--- src/rtl/clk_div_pkg.sv ---
// clk_div_ctrl shared types and helpers.
// Controller states, ratio width and ratio legality.
package clk_div_pkg;

  typedef enum logic [1:0] {
    STOPPED,
    RUN,
    STOP_PEND
  } state_e;

  function automatic int div_w(input int max_div);
    return $clog2(max_div + 1);
  endfunction

  function automatic logic div_legal(
    input int div,
    input int max_div
  );
    return (div >= 2) && (div <= max_div);
  endfunction

endpackage

--- src/rtl/clk_div_ctrl_if.sv ---
// Ratio request handshake between config logic
// and the divider controller.
interface clk_div_ctrl_if
  import clk_div_pkg::*;
#(
  parameter int MAX_DIV = 16,
  parameter int DIV_W   = div_w(MAX_DIV)
) ();

  logic [DIV_W-1:0] div_i;
  logic             div_valid_i;
  logic             div_ready_o;

  modport master (
    output div_i,
    output div_valid_i,
    input  div_ready_o
  );

  modport slave (
    input  div_i,
    input  div_valid_i,
    output div_ready_o
  );

endinterface

--- src/rtl/clk_div_counter.sv ---
// Programmable mod-N counter with sync clear,
// enable and terminal-count output.
module clk_div_counter #(
  parameter int DIV_W = 5
) (
  input  logic             clk_i,
  input  logic             reset_ni,
  input  logic             i_clr,
  input  logic             i_en,
  input  logic [DIV_W-1:0] i_mod,
  output logic [DIV_W-1:0] o_cnt_nxt,
  output logic             o_tc
);

  logic [DIV_W-1:0] r_cnt;
  logic [DIV_W-1:0] w_cnt_nxt;
  logic             w_tc;

  assign w_tc      = (r_cnt == i_mod - DIV_W'(1));
  assign o_tc      = w_tc;
  assign o_cnt_nxt = w_cnt_nxt;

  // next count: clear wins, else wrap at terminal count
  always_comb begin
    w_cnt_nxt = r_cnt;
    if (i_clr)
      w_cnt_nxt = '0;
    else if (i_en)
      w_cnt_nxt = w_tc ? '0 : r_cnt + DIV_W'(1);
  end

  // count register
  always_ff @(posedge clk_i or negedge reset_ni) begin
    if (!reset_ni) r_cnt <= '0;
    else           r_cnt <= w_cnt_nxt;
  end

endmodule

--- src/rtl/clk_div_ctrl.sv ---
// Glitch-free programmable clock divider controller.
// Optional odd-ratio 50% duty: CLK_DIV_CTRL_ODD_DUTY_EN.
module clk_div_ctrl
  import clk_div_pkg::*;
#(
  parameter int MAX_DIV     = 16,
  parameter int DIV_W       = div_w(MAX_DIV),
  parameter int DEFAULT_DIV = 5
) (
  input  logic             clk_i,
  input  logic             reset_ni,
  input  logic             en_i,
  clk_div_ctrl_if.slave    bus,
  output logic [DIV_W-1:0] div_o,
  output logic             err_o,
  output logic             tick_o,
  output logic             running_o,
  output logic             clk_o
);

  state_e           r_state, w_state_nxt;
  logic [DIV_W-1:0] r_div, r_shadow, w_div_nxt;
  logic [DIV_W-1:0] w_cnt_nxt;
  logic [DIV_W:0]   w_sum;
  logic             r_pend, r_err, r_pre;
  logic             w_pre_nxt, w_tc, w_bound;
  logic             w_stopped, w_run;
  logic             w_xfer, w_legal;

  assign w_stopped = (r_state == STOPPED);
  assign w_run     = !w_stopped;
  assign w_bound   = w_run & w_tc;
  assign w_xfer    = bus.div_valid_i & bus.div_ready_o;
  assign w_legal   = div_legal(int'(bus.div_i), MAX_DIV);

  assign bus.div_ready_o = !r_pend;
  assign div_o     = r_div;
  assign err_o     = r_err;
  assign tick_o    = w_bound;
  assign running_o = w_run;

  clk_div_counter #(.DIV_W(DIV_W)) u_cnt (
    .clk_i     (clk_i),
    .reset_ni  (reset_ni),
    .i_clr     (w_stopped),
    .i_en      (w_run),
    .i_mod     (r_div),
    .o_cnt_nxt (w_cnt_nxt),
    .o_tc      (w_tc)
  );

  // run/stop sequencing, stops land on a boundary
  always_comb begin
    w_state_nxt = r_state;
    unique case (r_state)
      STOPPED:   if (en_i) w_state_nxt = RUN;
      RUN:       if (!en_i) w_state_nxt = STOP_PEND;
      STOP_PEND: begin
        if (en_i)      w_state_nxt = RUN;
        else if (w_tc) w_state_nxt = STOPPED;
      end
      default:   w_state_nxt = STOPPED;
    endcase
  end

  // ratio in effect next cycle; a shadow left
  // over from the final boundary lands at once
  always_comb begin
    w_div_nxt = r_div;
    if (w_stopped & r_pend)
      w_div_nxt = r_shadow;
    else if (w_stopped & w_xfer & w_legal)
      w_div_nxt = bus.div_i;
    else if (w_bound & r_pend)
      w_div_nxt = r_shadow;
  end

  // high phase from ceil(div/2), registered from
  // next count so clk_o comes straight off a flop
  always_comb begin
    w_sum     = {1'b0, w_div_nxt} + {{DIV_W{1'b0}}, 1'b1};
    w_pre_nxt = (w_cnt_nxt >= w_sum[DIV_W:1]);
  end

  // controller state, ratio, shadow and pulses
  always_ff @(posedge clk_i or negedge reset_ni) begin
    if (!reset_ni) begin
      r_state  <= STOPPED;
      r_div    <= DIV_W'(DEFAULT_DIV);
      r_shadow <= '0;
      r_pend   <= 1'b0;
      r_err    <= 1'b0;
      r_pre    <= 1'b0;
    end else begin
      r_state <= w_state_nxt;
      r_div   <= w_div_nxt;
      r_err   <= w_xfer & !w_legal;
      r_pre   <= w_pre_nxt;
      if (w_xfer & w_legal & w_run) begin
        r_shadow <= bus.div_i;
        r_pend   <= 1'b1;
      end else if (r_pend & (w_bound | w_stopped)) begin
        r_pend <= 1'b0;
      end
    end
  end

`ifdef CLK_DIV_CTRL_ODD_DUTY_EN
  logic r_post;

  // half-cycle extension of the high phase for odd ratios
  always_ff @(negedge clk_i or negedge reset_ni) begin
    if (!reset_ni)  r_post <= 1'b0;
    else if (w_stopped) r_post <= 1'b0;
    else            r_post <= r_pre & r_div[0];
  end

  assign clk_o = r_pre | r_post;
`else
  assign clk_o = r_pre;
`endif

endmodule

--- src/flat_wrapper.sv ---
// flat-port wrapper written by rule: the top's interface ports become plain ports
module clk_div_ctrl_flat import clk_div_pkg::*;
#(
  parameter int MAX_DIV     = 16,
  parameter int DIV_W       = div_w(MAX_DIV),
  parameter int DEFAULT_DIV = 5
)
  (clk_i, reset_ni, en_i, div_o, err_o, tick_o, running_o, clk_o, bus_div_i, bus_div_valid_i, bus_div_ready_o);
  clk_div_ctrl_if #(.MAX_DIV(MAX_DIV), .DIV_W(DIV_W)) bus_i ();
  input  logic clk_i;
  input  logic reset_ni;
  input  logic en_i;
  output logic [DIV_W-1:0] div_o;
  output logic err_o;
  output logic tick_o;
  output logic running_o;
  output logic clk_o;
  input wire logic [$bits(bus_i.div_i)-1:0] bus_div_i;
  input wire logic [$bits(bus_i.div_valid_i)-1:0] bus_div_valid_i;
  output wire logic [$bits(bus_i.div_ready_o)-1:0] bus_div_ready_o;
  assign bus_i.div_i = bus_div_i;
  assign bus_i.div_valid_i = bus_div_valid_i;
  assign bus_div_ready_o = bus_i.div_ready_o;
  clk_div_ctrl #(.MAX_DIV(MAX_DIV), .DIV_W(DIV_W), .DEFAULT_DIV(DEFAULT_DIV)) u_core (.clk_i(clk_i), .reset_ni(reset_ni), .en_i(en_i), .bus(bus_i), .div_o(div_o), .err_o(err_o), .tick_o(tick_o), .running_o(running_o), .clk_o(clk_o));
endmodule
--- config.mk ---
export PLATFORM = sky130hd
export DESIGN_NAME = clk_div_ctrl_flat
export DESIGN_NICKNAME = d
export VERILOG_FILES = /design/src/rtl/clk_div_pkg.sv /design/src/rtl/clk_div_ctrl_if.sv /design/src/rtl/clk_div_counter.sv /design/src/rtl/clk_div_ctrl.sv /design/src/flat_wrapper.sv
export SDC_FILE = /design/constraint.sdc
export NUM_CORES = 1
export LEC_CHECK = 0
export ABC_AREA = 1
export BUFFER_PORTS_ARGS = -buffer_cell sky130_fd_sc_hd__buf_2
export CORE_AREA = 2 2 71 73
export CTS_BUF_LIST = sky130_fd_sc_hd__clkbuf_2
export CTS_CLUSTER_DIAMETER = 150
export DETAILED_ROUTE_END_ITERATION = 8
export DIE_AREA = 0 0 73 75
export PLACE_DENSITY = 0.52
export SYNTH_ARGS = -nofsm -noshare
export SYNTH_HDL_FRONTEND = slang
export SYNTH_SLANG_ARGS = --single-unit
--- constraint.sdc ---
create_clock -name clk_i -period 6.6 [get_ports clk_i]
set_clock_uncertainty 0.1 [all_clocks]
set_input_delay 0.33 -clock clk_i [delete_from_list [all_inputs] [get_ports clk_i]]
set_output_delay 0.33 -clock clk_i [all_outputs]
set_load 0.02 [all_outputs]
==> flow_summary_export.csv <==
group,metric,value,unit
status,run_status,"completed",
grt,grtUsageMet2,0.200,
critical_path,crit_path_cell_trace,"inv_2 > ha_1 > inv_1 > nand2_1 > nand2_1 > nor2_1 > nand3_2 > nor2_4 > nand3_4 > nand2_1 > nand3_1 > nand2_1 > nand2_1 > ha_1 > inv_1 > xor2_1 > ha_1 > a21oi_1 > o21bai_1 > a21oi_1 > o21bai_1",
floorplanning,design.die.area,5480,µm²
floorplanning,floorplan.die.width,73,µm
layout,fillCellCount,493,
layout,layout-area-overhead-vs-synth,12.2,%
clock_tree,cts_tree,"built",
grt,first_global_vias,1078,
synthesis,synth_enable_flop_cells,0,
synthesis,sequential_to_total_area_share_from_yosys_stat,0.349,
clock_tree,cts-htree-levels,1,
clock_tree,cts_buffers,3,
timing,grt_setup_unrepaired,"no",
timing,period_share,0.489,
synthesis,netlist-cell-type-count,29,
grt,grt_max_degree,21,
synthesis,synth_largest_type_area_fraction,0.313,
layout,multiInputGateArea,785,µm²
timing,layout_min_cycle_time,3.23,ns
timing,max-slew-margin-rel,0.678,
grt,grt_first_pass_wirelength,5180,µm
detailed_routing,totalWireLength,3070,µm
detailed_routing,average_wire_length_per_cell_after_detail_routing,11.6,µm
critical_path,highest_fanout_seen_on_the_critical_path,8,
detailed_routing,drt-initial-drc-count,44,
synthesis,syn_nets,205,
critical_path,r2r-start,"u_core.div_o[0]",
grt,grt-ovfl-total,0,
synthesis,synthTopCellsByArea,"sky130_fd_sc_hd__dfrtp_1 31%, sky130_fd_sc_hd__nand2_1 11%, sky130_fd_sc_hd__inv_1 8.1%",
floorplanning,rows,25,
placement,dp.final_hpwl,2440,µm
critical_path,critical_path.startpoint,"u_core.div_o[0]",
grt,grt.busiest_layer,"met2",
detailed_routing,drtPass1Iterations,4,
synthesis,synth.yosys.warnings,0,
timing,setup-violations-final,0,
synthesis,synthesis.area,1440,µm²
clock_tree,cts.root.buffer_cell,"sky130_fd_sc_hd__clkbuf_2",
critical_path,crit_path_top_delay_cell,"sky130_fd_sc_hd__dfstp_2",
timing,timing.final.max_slew_violations,0,
critical_path,cp_data_required_time,6.74,ns
floorplanning,die_boundary_height,75,µm
clock_tree,clk_pin_slew,0.21,ns
timing,hold_violations,0,
grt,grtUsageTotal,0.126,
grt,grt_util_met3,0.0214,
floorplanning,core_area,4660,µm²
power_and_ir_drop,powerDensity,434,nW/µm²
critical_path,critical_path_class,"reg2reg",
placement,place.detailed.instances,259,
synthesis,postSynthRegisterBits,20,
placement,gpl_congestion,0.732,
placement,port-buffer-count,18,
synthesis,synth.largest_area_cell,"sky130_fd_sc_hd__dfrtp_1",
layout,layout.nets,228,
timing,fmax,310,MHz
timing,tightest_slew,0.483,ns
power_and_ir_drop,leakage,0.842,nW
critical_path,crit_buf_inv,3,
clock_tree,numClockSinks,20,
hold_path,hold_path.class,"in2reg",
synthesis,synthFlopType,"sky130_fd_sc_hd__dfrtp_1",
grt,grt_met1_usage,0.173,
critical_path,cp-start-kind,"flop",
hold_path,hp-start,"bus_div_valid_i",
critical_path,critical-path-top-delay-family,"simple AND/OR/NAND/NOR gates",
layout,drive_gt1_frac,0.238,
detailed_routing,vias,1179,
grt,antenna_found_initial,0,
layout,layout.cells.non_filler,264,
floorplanning,top_level_ports,19,
timing,fin_tns_setup,0,ns
detailed_routing,drt.antenna.violating_nets,0,
critical_path,timing.critical_path.mode_cell,"sky130_fd_sc_hd__nand2_1",
layout,antennaDiodeCount,0,
detailed_routing,routed_via_density,4.47,
synthesis,async_reset_ff_frac,1.00,
layout,ff_latch_area,503,µm²
flow_run,max_cap_viol_count,0,
clock_tree,clock_tree.buffer_depth,2,
detailed_routing,route.detailed.drc,0,
power_and_ir_drop,power.ir.vdd_worst,124,µV
critical_path,critPathCaptureType,"flop",
critical_path,critical_path_data_arrival_time,3.37,ns
layout,mostFrequentLayoutCell,"sky130_fd_sc_hd__nand2_1",
layout,layout.cells.most_common_list,"43 x sky130_fd_sc_hd__nand2_1, 31 x sky130_fd_sc_hd__inv_1, 18 x sky130_fd_sc_hd__buf_2, 18 x sky130_fd_sc_hd__dfrtp_1, 16 x sky130_fd_sc_hd__nor2_1",
floorplanning,initial_core_util,0.309,
synthesis,count_of_mapped_cells_out_of_synthesis,188,
clock_tree,worstSkewPairLatency,0.32,ns
critical_path,worst_path_largest_cell_delay,0.61,ns
synthesis,syn-mean-instance-area,7.66,µm²
[synth_stat cells (all sizes together), types with 2 or more instances]
master and instances:
a21oi 6, dfrtp 18, nand4 6, o21ai 10
nor3 2, o21bai 2, inv 37, mux2 2
ha 8, nor2 20, nand2 48, xor2 3
nand3 20, dfstp 2
[stage by stage]
stage | power, W | hold slack, ns | cell area [µm²] | setup slack (ns) | utilization
4_1_cts | 0.000713 | 0.0763 | 1620 | 3.34 | 0.347
2_1_floorplan | 0.000553 | -0.0656 | 1440 | 3.54 | -
3_5_place_dp | 0.000655 | 0.226 | 1590 | 3.39 | 0.340
6_report | 0.000701 | 0.104 | 1620 | 3.37 | 0.347
5_1_grt | 0.000784 | 0.0760 | 1620 | 3.10 | 0.347
3_3_place_gp | 0.000654 | 0.225 | 1590 | 3.43 | 0.340
[path summary, 6_finish.rpt]
check                                endpoint  slack (ns)  cells past startpoint
max reg2reg                      u_core.clk_o        3.37                     21
min in group asynchronous  u_core.r_shadow[2]        0.36                      2
max in group asynchronous     u_core.div_o[2]        5.68                      2
max                              u_core.clk_o        3.37                     21
min reg2reg                u_core.r_shadow[4]        0.46                      2
min                              u_core.err_o        0.10                      3
[power breakdown]
part | total [W] | leakage (nW) | internal, W | switching, W
Sequential | 0.000229 | 0.246 | 0.000173 | 0.0000560
Combinational | 0.000418 | 0.582 | 0.000156 | 0.000262
Clock | 0.0000537 | 0.0140 | 0.0000132 | 0.0000406
Total | 0.000701 | 0.842 | 0.000342 | 0.000359
[worst reg2reg max path, stage by stage (launching register included)]
cell and delay [ns]:
sky130_fd_sc_hd__dfstp_2 0.61, sky130_fd_sc_hd__inv_2 0.05, sky130_fd_sc_hd__ha_1 0.29, sky130_fd_sc_hd__inv_1 0.04
sky130_fd_sc_hd__nand2_1 0.05, sky130_fd_sc_hd__nand2_1 0.05, sky130_fd_sc_hd__nor2_1 0.10, sky130_fd_sc_hd__nand3_2 0.10
sky130_fd_sc_hd__nor2_4 0.20, sky130_fd_sc_hd__nand3_4 0.12, sky130_fd_sc_hd__nand2_1 0.08, sky130_fd_sc_hd__nand3_1 0.06
sky130_fd_sc_hd__nand2_1 0.06, sky130_fd_sc_hd__nand2_1 0.11, sky130_fd_sc_hd__ha_1 0.24, sky130_fd_sc_hd__inv_1 0.10
sky130_fd_sc_hd__xor2_1 0.14, sky130_fd_sc_hd__ha_1 0.24, sky130_fd_sc_hd__a21oi_1 0.14, sky130_fd_sc_hd__o21bai_1 0.08
sky130_fd_sc_hd__a21oi_1 0.12, sky130_fd_sc_hd__o21bai_1 0.07
[kinds of logic after synthesis]
family,count (synthesis),synth area share
AO/OA/AOI/OAI,19,0.0895
XOR/XNOR,4,0.0243
adder cells (fa/ha/maj),8,0.0695
buffers and inverters,38,0.106
flip-flops,20,0.349
multiplexers,2,0.0156
AND/OR/NAND/NOR,97,0.346
[timing repair]
item                                    4_1_cts  5_1_grt
endpoints found under the hold margin        18        0
endpoints found under the setup margin        0        0
gates resized for setup                       0        0
hold buffers                                  1        0
buffers inserted                              0        0
[flip-flops by register name, indices dropped and copies added, names as in the netlist]
register and flops:
u_core.err_o 1, u_core.div_o 5, u_core.r_state 2, u_core.r_shadow 5
u_core.clk_o 1, u_core.u_cnt.r_cnt 5, u_core.r_pend 1
[routing by layer]
| metal | routed length (µm) | vias to the layer above | share of wire |
|---|---|---|---|
| met5 | 0 | - | 0 |
| li1 | - | 642 | - |
| met1 | 1510 | 511 | 0.49 |
| met4 | 29 | 0 | 0.0095 |
| met2 | 1410 | 24 | 0.46 |
| met3 | 112 | 2 | 0.037 |
[final cells by class]
| type | count | area share |
|---|---|---|
| Clock buffer | 3 | 0.00930 |
| Clock inverter | 1 | 0.00232 |
| Inverter | 37 | 0.0875 |
| Multi-Input combinational cell | 130 | 0.486 |
| Sequential cell | 20 | 0.311 |
| Tap cell | 54 | 0.0418 |
| Timing Repair Buffer | 19 | 0.0620 |
Power figures use the tool's default switching activity.
